[src/rtl/lsu.sv]
// lsu: MIPS32 memory-stage load/store unit in front of a 1024-word data RAM.
// Loads: 2-cycle response; SW: 1 cycle; SB/SH read-modify-write: 3 cycles; misaligned error: 1 cycle.
// One request outstanding; req_ready is low from acceptance until the response cycle.
// Optional feature macro: LSU_MISALIGN_TRAP_EN (defined: misaligned accesses respond with resp_err;
// undefined: the address is aligned down and the access proceeds).
module lsu (
  input  logic        clk,
  input  logic        rst,
  input  logic        req_valid,
  output logic        req_ready,
  input  logic        req_we,
  input  logic [1:0]  req_size,
  input  logic        req_unsigned,
  input  logic [31:0] req_addr,
  input  logic [31:0] req_wdata,
  output logic        resp_valid,
  output logic [31:0] resp_rdata,
  output logic        resp_err,
  output logic        m_read,
  output logic        m_write,
  output logic [31:0] m_addr,
  output logic [31:0] m_din,
  input  logic [31:0] m_dout
);

  typedef enum logic [2:0] {S_IDLE, S_RD, S_CAP, S_WR, S_ERR} state_t;

  state_t      state_q;
  logic        we_q;
  logic        uns_q;
  logic [1:0]  size_q;
  logic [1:0]  lane_q;
  logic [15:0] wdata_q;

  logic        req_ready_q;
  logic        resp_valid_q;
  logic [31:0] resp_rdata_q;
  logic        resp_err_q;
  logic        m_read_q;
  logic        m_write_q;
  logic [31:0] m_addr_q;
  logic [31:0] m_din_q;

  logic        accept;
  logic        req_is_half;
  logic        req_is_word;
  logic [1:0]  req_lane;
  logic [7:0]  byte_sel;
  logic [15:0] half_sel;
  logic [31:0] load_ext;
  logic [31:0] merged;

  assign accept      = req_valid & req_ready_q;
  assign req_is_half = (req_size == 2'b01);
  // size 11 behaves as a word
  assign req_is_word = req_size[1];

`ifdef LSU_MISALIGN_TRAP_EN
  logic req_misal;
  assign req_misal = (req_is_half & req_addr[0]) | (req_is_word & (req_addr[1:0] != 2'b00));
`endif

  // Lane of the request; without trapping, misaligned addresses are aligned down here
  always_comb begin
    req_lane = req_addr[1:0];
`ifndef LSU_MISALIGN_TRAP_EN
    if (req_is_half) begin
      req_lane = {req_addr[1], 1'b0};
    end else if (req_is_word) begin
      req_lane = 2'b00;
    end
`endif
  end

  // Big-endian lane extraction and sign/zero extension of the RAM word
  always_comb begin
    case (lane_q)
      2'd0:    byte_sel = m_dout[31:24];
      2'd1:    byte_sel = m_dout[23:16];
      2'd2:    byte_sel = m_dout[15:8];
      default: byte_sel = m_dout[7:0];
    endcase
    half_sel = lane_q[1] ? m_dout[15:0] : m_dout[31:16];
    case (size_q)
      2'b00:   load_ext = {{24{~uns_q & byte_sel[7]}}, byte_sel};
      2'b01:   load_ext = {{16{~uns_q & half_sel[15]}}, half_sel};
      default: load_ext = m_dout;
    endcase
  end

  // Merge sub-word store data into the word read back from RAM
  always_comb begin
    merged = m_dout;
    if (size_q == 2'b00) begin
      case (lane_q)
        2'd0:    merged[31:24] = wdata_q[7:0];
        2'd1:    merged[23:16] = wdata_q[7:0];
        2'd2:    merged[15:8]  = wdata_q[7:0];
        default: merged[7:0]   = wdata_q[7:0];
      endcase
    end else if (lane_q[1]) begin
      merged[15:0] = wdata_q;
    end else begin
      merged[31:16] = wdata_q;
    end
  end

  // Control FSM with registered RAM and response outputs
  always_ff @(posedge clk or posedge rst) begin
    if (rst) begin
      state_q      <= S_IDLE;
      we_q         <= 1'b0;
      uns_q        <= 1'b0;
      size_q       <= 2'b00;
      lane_q       <= 2'b00;
      wdata_q      <= 16'h0;
      req_ready_q  <= 1'b1;
      resp_valid_q <= 1'b0;
      resp_rdata_q <= 32'h0;
      resp_err_q   <= 1'b0;
      m_read_q     <= 1'b0;
      m_write_q    <= 1'b0;
      m_addr_q     <= 32'h0;
      m_din_q      <= 32'h0;
    end else begin
      resp_valid_q <= 1'b0;
      resp_err_q   <= 1'b0;
      resp_rdata_q <= 32'h0;
      m_read_q     <= 1'b0;
      m_write_q    <= 1'b0;
      case (state_q)
        S_IDLE: begin
          if (accept) begin
            we_q        <= req_we;
            uns_q       <= req_unsigned;
            size_q      <= req_size;
            lane_q      <= req_lane;
            wdata_q     <= req_wdata[15:0];
            m_addr_q    <= {2'b00, req_addr[31:2]};
            req_ready_q <= 1'b0;
`ifdef LSU_MISALIGN_TRAP_EN
            if (req_misal) begin
              state_q <= S_ERR;
            end else
`endif
            if (req_we && req_is_word) begin
              state_q   <= S_WR;
              m_write_q <= 1'b1;
              m_din_q   <= req_wdata;
            end else begin
              state_q  <= S_RD;
              m_read_q <= 1'b1;
            end
          end
        end
        S_RD: begin
          state_q <= S_CAP;
        end
        S_CAP: begin
          if (!we_q) begin
            resp_rdata_q <= load_ext;
            resp_valid_q <= 1'b1;
            req_ready_q  <= 1'b1;
            state_q      <= S_IDLE;
          end else begin
            m_din_q   <= merged;
            m_write_q <= 1'b1;
            state_q   <= S_WR;
          end
        end
        S_WR: begin
          resp_valid_q <= 1'b1;
          req_ready_q  <= 1'b1;
          state_q      <= S_IDLE;
        end
        S_ERR: begin
          resp_valid_q <= 1'b1;
`ifdef LSU_MISALIGN_TRAP_EN
          resp_err_q   <= 1'b1;
`endif
          req_ready_q  <= 1'b1;
          state_q      <= S_IDLE;
        end
        default: begin
          req_ready_q <= 1'b1;
          state_q     <= S_IDLE;
        end
      endcase
    end
  end

  assign req_ready  = req_ready_q;
  assign resp_valid = resp_valid_q;
  assign resp_rdata = resp_rdata_q;
  assign resp_err   = resp_err_q;
  assign m_read     = m_read_q;
  assign m_write    = m_write_q;
  assign m_addr     = m_addr_q;
  assign m_din      = m_din_q;

endmodule

[config.mk]
export PLATFORM = sky130hd
export DESIGN_NAME = lsu
export DESIGN_NICKNAME = d
export VERILOG_FILES = /design/src/rtl/lsu.sv
export SDC_FILE = /design/constraint.sdc
export NUM_CORES = 1
export LEC_CHECK = 0
export ABC_AREA = 1
export CAP_MARGIN = 20
export CORE_MARGIN = 5
export CORE_UTILIZATION = 30
export DETAILED_ROUTE_END_ITERATION = 12
export GPL_TIMING_DRIVEN = 0
export HOLD_SLACK_MARGIN = 0.12
export PLACE_DENSITY = 0.62
export SYNTH_ARGS = -nofsm -noshare
export SYNTH_HDL_FRONTEND = slang
export SYNTH_SLANG_ARGS = --single-unit
[constraint.sdc]
create_clock -name clk -period 11.06 [get_ports clk]
set_input_delay 2.765 -clock clk [delete_from_list [all_inputs] [get_ports clk]]
set_output_delay 2.765 -clock clk [all_outputs]
set_load 0.05 [all_outputs]
## Word-level counts from Yosys, hierarchy flattened

Cells that the tools add are included.

| storage, ports and cells | value |
|---|---|
| register bits | 123 |
| logic and storage cells | 74 |
| output and inout port bits | 101 |
| input bits | 103 |

| cells by class | value |
|---|---|
| reduce and logical (&&, ||, !) cells | 10 |
| multiplexer cells | 34 |
| eq/ne operators | 12 |
| bitwise operators | 5 |

Operator list:

| kind | count |
|---|---|
| $mux 32 | 6 |
| $pmux 32 s2 | 2 |
| $mux 16 | 3 |
| $mux 8 | 4 |
| $pmux 8 s3 | 1 |
| $mux 1 | 9 |
| $pmux 3 s3 | 1 |
| $mux 2 | 4 |
| $ne 2x2->1 const B | 4 |
| $eq 2x1->1 const B | 3 |
| $eq 3x2->1 const B | 2 |
| $logic_not 2->1 | 2 |
| $pmux 1 s2 | 2 |
| $reduce_and 4->1 | 1 |
| $and 1x1->1 | 3 |
| $eq 3x1->1 const B | 1 |
| $eq 3x3->1 const B | 1 |
| $logic_not 3->1 | 1 |
| $mux 3 | 1 |
| $pmux 1 s3 | 1 |
| $reduce_and 3->1 | 1 |
| $reduce_or 3->1 | 1 |
| $eq 2x2->1 const B | 1 |
| $not 1->1 | 2 |
| 4 further kinds | 4 |

## Longest topological paths before layout

Gate-level depths: netlist of the first run.

| logic depth | value |
|---|---|
| word-level depth | 6 |
| mapped depth | 9 |
| gate-level depth less buffers | 8 |

## Worst setup path before layout of the first run

Ideal clock, no wire load.

| timing path | value |
|---|---|
| path type | input to register |
| start point | in m_dout[15] |
| end point | reg resp_rdata_q[21] (netlist: resp_rdata[21]) |
| setup slack | 7.427 ns |
| arrival | 3.510 ns |
| setup time | 0.122 ns |
| buffers on the path | 1 |
| data required time | 10.938 ns |
| stages | 7 |
| cells stage by stage | o21ai_0 > nand3_2 > nand3_4 > nand2_2 > nand2_4 > buf_6 > nor2_2 |

| on the way | value |
|---|---|
| cells in the longest elaborated chain, start to end | 5 |
| elaborated cells on any way between the ends | 7 |
| classes of those cells | mux: 5; bitwise: 2 |

RTL lines:

| what | RTL line | source |
|---|---|---|
| start: declaration | 23 | `input logic [31:0] m_dout` |
| $pmux 8 s3 or $mux 16 (tied branches) | 77, 83 |  |
| $and 1x1->1 (on tied branches) | 85, 86 |  |
| $pmux 32 s2 * | 84 | `case (size_q)` |
| $mux 32 * | 160 | `if (!we_q) begin` |
| $mux 32 * | 131 | `case (state_q)` |
| end signal: assignment | 161 | `resp_rdata_q <= load_ext;` |
| end: declaration | 37 | `logic [31:0] resp_rdata_q;` |

Every way passes the cells marked *; elsewhere a longest branch is shown, timed or not.
A chain may end at the register's enable or synchronous reset.

## Worst setup path after layout of the first run

| timing path | value |
|---|---|
| start point | reg req_ready_q (netlist: req_ready) |
| end point | out req_ready |

RTL lines:

| what | RTL line | source |
|---|---|---|
| start: declaration | 35 | `logic req_ready_q;` |
| start signal: assignment | 117 | `req_ready_q <= 1'b1;` |
| start signal: assignment | 140 | `req_ready_q <= 1'b0;` |
| start signal: assignment | 163 | `req_ready_q <= 1'b1;` |
| end: declaration | 10 | `output logic req_ready,` |

No word-level cell between the ends.

==> run metrics, run 1 <==
worst slack, placed=6.55 ns; first-pass GRT wire length=37100 um; drt total wl=24100 um; DIE AREA=0.0245 mm^2; Least-Margin Pin Slew=0.563 ns; Syn Std Cell Area=0.00644 mm^2; via count=6586; setup TNS=0 ns; RSZ-0062 raised after global routing=no; max capacitance violation total=0; Seq/Total Area, Yosys=47.4%; Final GP Congestion=0.930; yosys warns=0; Crit Path Class=register to output pin; fraction of layout cells with a size suffix above 1=7.94%; CTS Hold Bufs=0; Fillers=2170; DP Cell Count=1377; status=finished, final reports clean; Distinct cells, synth=26; CTS tree=done; peak supply drop=about 0.18 mV; area occupied by multi-input gates=0.00289 mm^2; Post-CTS Setup Repair Bufs=0; final worst setup slack=around 6.5 ns; DRC viols=0; H-tree lvl count=4; Final ANT Viol Nets=0; Crit path max-delay family=buffers and inverters; IO Port Bufs=200; most common cell after layout, fill and taps aside=nand2_1; f_max=0.218 GHz; max_slew headroom=62.5%; FF/Latch Area=0.00305 mm^2; NumNets Final=1224; Area Overhead vs Synth=46.3%; vias in the first global route=6538; Core ar.=0.0211 mm^2; PD cells=about 330 mW/mm^2; Synth Instances=around 900; Post-DP HPWL=18800 um; Tot GR Track Use=19.7%; crit end category=output pin; Longest Clk Path Bufs=2; CP max FO=4; clock skew=0.0150 ns; # diodes=0; slowest CP cell=clkdlybuf4s50_1; commonest cells after routing, fill and taps aside=nand2_1, clkdlybuf4s50_1, nor2_1, dfrtp_1, o21ai_0; final-report max-slew violation count=0; via/cell ratio=around 4.7; TritonRoute pass-1 iters=5; crit-path max cell delay=0.84 ns; Hold WC Path Type=register to register; die span in y=156 um; Buf/Inv on CP=1; CTS clk-pin slew, worst paths=roughly 0.06 ns; DRT iter0 DRCs=~360; CTS buffer count=17; CTS resizes=0; Setup violations, final=0; static leakage=0.00447 uW; largest net degree at the start of global routing=65; Die Wd=156 um; Starting Density=30.5%; crit path DAT=approximately 1.8 ns; Layout Cells excl Fill=~1400; Period minus WS final=4.59 ns; IO Pins=204; Startpoint Class=register; Total Power=around 3100 uW; synthesized area per cell=7.16 um^2; cell row count=53; period utilization=approximately two fifths; CP Data Required Time=between 8 and 9 ns; final hold violations=0; clock tree sinks=122; Worst-Skew Late Latency=between 0.4 and 0.5 ns; drt wl/cell=17.1 um; Root Driver=clkbuf_16; CP cell instances=clkdlybuf4s50_1; initial antenna violation count=0; grt total ovfl=0; flops & latches, synth=about 120
-- where the power goes --
part	switching [uW]	internal, uW	leakage [uW]
Clock	207	359	0.000282
Sequential	133	636	0.00153
Combinational	1230	567	0.00266
Total	1570	1560	0.00447
-- flip-flops by register name, summed over array words and instances, names as in the netlist --
name / count
wdata_q: 16
resp_rdata: 32
m_addr: 30
we_q: 1
state_q: 2
req_ready: 1
m_write: 1
m_read: 1
resp_valid: 1
uns_q: 1
size_q: 2
lane_q: 2
m_din: 32
-- layout make-up --
cell class,count,area share [%]
Sequential cell,122,32.4
Multi-Input combinational cell,670,30.7
Buffer,50,2.94
Timing Repair Buffer,201,21.5
Tap cell,275,3.65
Clock inverter,12,1.58
Clock buffer,20,4.74
Inverter,59,2.40
-- metal layers --
metal	share of wire, %	routed length, um	vias to the layer above	GRT usage (%)
met1	43	10500	3004	25.6
met5	0	0	-	0
met4	2.3	543	0	6.57
met3	9.1	2180	33	6.72
met2	45	10900	273	30.8
li1	-	-	3276	-
-- final timing paths --
kind,slack (ns),from,cells past startpoint,end
max,6.47,req_ready,1,req_ready
min,0.47,m_addr[0],2,m_addr[0]
max reg2reg,9.02,size_q[1],7,m_din[9]
min reg2reg,0.47,m_addr[0],2,m_addr[0]
max in group asynchronous,7.58,rst,3,wdata_q[14]
min in group asynchronous,2.76,rst,2,m_addr[16]
-- stage by stage --
| stage | area, um^2 | hold slack, ns | utilization (%) |
|---|---|---|---|
| 3_3_place_gp | 8790 | 0.462 | 41.7 |
| 4_1_cts | 9420 | 0.480 | 44.7 |
| 5_1_grt | 9420 | 0.497 | 44.7 |
| 6_report | 9420 | 0.474 | 44.7 |
| 2_1_floorplan | 6440 | 0.471 | - |
| 3_5_place_dp | 8820 | 0.464 | 41.8 |
-- cell usage after synthesis --
library cell	instances	area, um^2
nand2_1	336	1260
nor2_1	135	507
dfrtp_1	121	3030
o21ai_0	59	295
inv_1	54	203
nand3_1	43	215
a21oi_1	34	170
o211ai_1	22	165
clkbuf_1	20	75.1
buf_2	14	70.1
nor2_2	13	81.3
buf_4	9	67.6
o22ai_1	8	50.1
buf_6	5	56.3
nand2_2	5	31.3
o21ai_1	5	25.0
inv_2	4	15.0
buf_1	2	7.51
nand3_2	2	20.0
nor2_4	2	22.5
clkinv_1	1	3.75
conb_1	1	3.75
dfstp_2	1	26.3
nand2_4	1	11.3
nand3_4	1	17.5
o21ai_2	1	8.76
-- kinds of logic (layout without fill, tap and decap cells) --
kind of cell	after synthesis	in the layout	synth area share, %
simple gates	538	538	33.7
compound gates	129	129	11.1
flops	122	122	47.4
buf+inv	109	342	7.74
other cells	1	3	0.0583
Note: power is estimated with default switching activity, not from simulation.
==> run 2, diff against run 1 <==
clock period = 4.3 ns   (was 11.06 ns; I/O delays follow)
==> run 2 against run 1 <==
Via count grew 0.79%. Clock skew shrank 0.0075 ns. Sequential share of layout area shrank 0.090 points. First-iteration DRC count grew 73%. Final cell count grew 0.14%. Utilization grew 0.12 points. Combinational power grew to 2.6 times the previous value. Register-to-register slack lost 6.6 ns.
==> run metrics, run 2 (synthesis results as in run 1) <==
CP cell instances=clkdlybuf4s50_1; DRC viols=0 (unchanged); via count=6638 (+0.79%); worst hold slack=0.479 ns (+0.00441 ns); clock tree sinks=122 (unchanged); die span in y=156 um (unchanged); Die Wd=156 um (unchanged); drt total wl=23700 um (-1.6%); via/cell ratio=4.70 (+0.65%); Tot GR Track Use=19.5% (-0.22 points); Crit Path Class=register to output pin; final instance area=0.00945 mm^2 (+0.28%); Top Metal Used=met5; peak supply drop=0.413 mV (+130%); slowest CP cell=clkdlybuf4s50_1; CTS buffer count=17 (unchanged); Fillers=2151 (-0.88%); setup TNS=0 ns (unchanged); Period minus WS final=2.88 ns; Core ar.=0.0211 mm^2 (unchanged); area occupied by multi-input gates=0.00289 mm^2 (unchanged); CTS tree=done; # diodes=0 (unchanged); CTS clk-pin slew, worst paths=0.05 ns (about the same); IO Pins=204 (unchanged); cell row count=53 (unchanged); Setup violations, final=0 (unchanged); drt wl/cell=16.8 um (-1.8%); crit-path max cell delay=0.83 ns (about the same); IO Port Bufs=200 (unchanged); static leakage=0.00449 uW (+0.44%); first-pass GRT wire length=36500 um (-1.8%); Area Overhead vs Synth=46.7%; Startpoint Class=register; FF/Latch Area=0.00305 mm^2 (unchanged); clock skew=0.00751 ns (-0.00751 ns); area post-placement=0.00885 mm^2 (+0.35%); final hold violations=0 (unchanged); crit path DAT=1.81 ns (about the same); Worst-Skew Late Latency=0.42 ns (about the same); Final ANT Viol Nets=0 (unchanged); PD cells=849 mW/mm^2 (+160%); vias in the first global route=6405 (-2.0%); final-report max-slew violation count=0 (unchanged); Crit path max-delay family=buffers and inverters; max capacitance violation total=0 (unchanged); Final GP Congestion=0.993 (+6.8%); Least-Margin Pin Slew=0.578 ns (+0.0157 ns); f_max=0.347 GHz; Post-DP HPWL=18600 um (-0.92%); met2 routed WL=10400 um (-4.1%); DIE AREA=0.0245 mm^2 (unchanged); Hold WC Path Type=register to register; Post-CTS Setup Repair Bufs=0 (unchanged); met3 WL post-DR=2460 um (+12%); fraction of layout cells with a size suffix above 1=7.92% (-0.014 points); H-tree lvl count=4 (unchanged); Longest Clk Path Bufs=2 (unchanged); Buf/Inv on CP=1 (unchanged); initial antenna violation count=1 (+1); RSZ-0062 raised after global routing=no; max_slew headroom=61.4% (-1.1 points); CTS resizes=0 (unchanged); met1 WL=9990 um (-4.5%); Starting Density=30.5% (unchanged); period utilization=67.1%; Total Power=8020 uW (+160%); CTS Hold Bufs=0 (unchanged); commonest cells after routing, fill and taps aside=nand2_1, clkdlybuf4s50_1, nor2_1, dfrtp_1, o21ai_0; CP max FO=4 (unchanged); TritonRoute pass-1 iters=5 (unchanged); crit end category=output pin; DRT iter0 DRCs=627 (+73%); largest net degree at the start of global routing=39 (-40%); most common cell after layout, fill and taps aside=nand2_1; CP Data Required Time=3.22 ns (-5.08 ns); status=finished, final reports clean; grt total ovfl=0 (unchanged); NumNets Final=1226 (+0.16%); Root Driver=clkbuf_16
-- run 2: final cells by class --
| type | instances | area share (%) |
|---|---|---|
| Clock buffer | 23 | 4.95 |
| Inverter | 59 | 2.38 |
| Tap cell | 275 | 3.64 |
| Buffer | 50 | 2.93 |
| Multi-Input combinational cell | 670 | 30.6 |
| Clock inverter | 9 | 1.30 |
| Sequential cell | 122 | 32.3 |
| Timing Repair Buffer | 203 | 21.8 |
-- run 2: power breakdown --
| part | internal, uW | leakage [uW] | total [uW] | switching, uW |
|---|---|---|---|---|
| combinational | 1460 | 0.00267 | 4610 | 3150 |
| sequential | 1640 | 0.00153 | 1970 | 335 |
| clock | 935 | 0.000291 | 1440 | 508 |
| total | 4030 | 0.00449 | 8020 | 3990 |
-- run 2: per-stage QoR --
| stage | setup slack [ns] | utilization, % | instances |
|---|---|---|---|
| 6_report | 1.42 | 44.8 | 1411 |
| 5_1_grt | 1.38 | 44.8 | 1411 |
| 4_1_cts | 1.40 | 44.8 | 1411 |
| 3_5_place_dp | 1.45 | 42.0 | 1379 |
| 3_3_place_gp | 0.469 | 41.7 | 1376 |
| 2_1_floorplan | 1.73 | - | 901 |
-- run 2: worst paths after layout --
check	start	end	slack, ns	cells past startpoint
worst max-delay path	req_ready	req_ready	1.42	1
worst min-delay path	m_addr[8]	m_addr[8]	0.48	2
worst max register to register	size_q[1]	m_din[9]	2.41	7
worst min register to register	m_addr[8]	m_addr[8]	0.48	2
max in group asynchronous	rst	m_din[17]	2.48	4
min in group asynchronous	rst	m_addr[16]	1.03	2
-- run 2: routing by layer --
metal | GRT usage, % | vias to the layer above
met1 | 25.1 | 2988
met4 | 7.40 | 2
li1 | - | 3277
met3 | 7.61 | 55
met2 | 29.6 | 316
met5 | 0 | -
==> run 3, diff against run 2 <==
clock period = 2.75 ns   (was 4.3 ns; I/O delays follow)
==> results of run 3 <==
Same layout as run 2 (identical final DEF). Status: finished, final reports clean.
Among the figures that moved: setup slack after placement 1.45 ns -> 0.285 ns; setup slack after layout 1.42 ns -> 0.254 ns; register-to-register setup slack 2.41 ns -> 0.86 ns; total power 8020 uW -> 12500 uW; worst IR drop on VDD 0.413 mV -> 0.646 mV
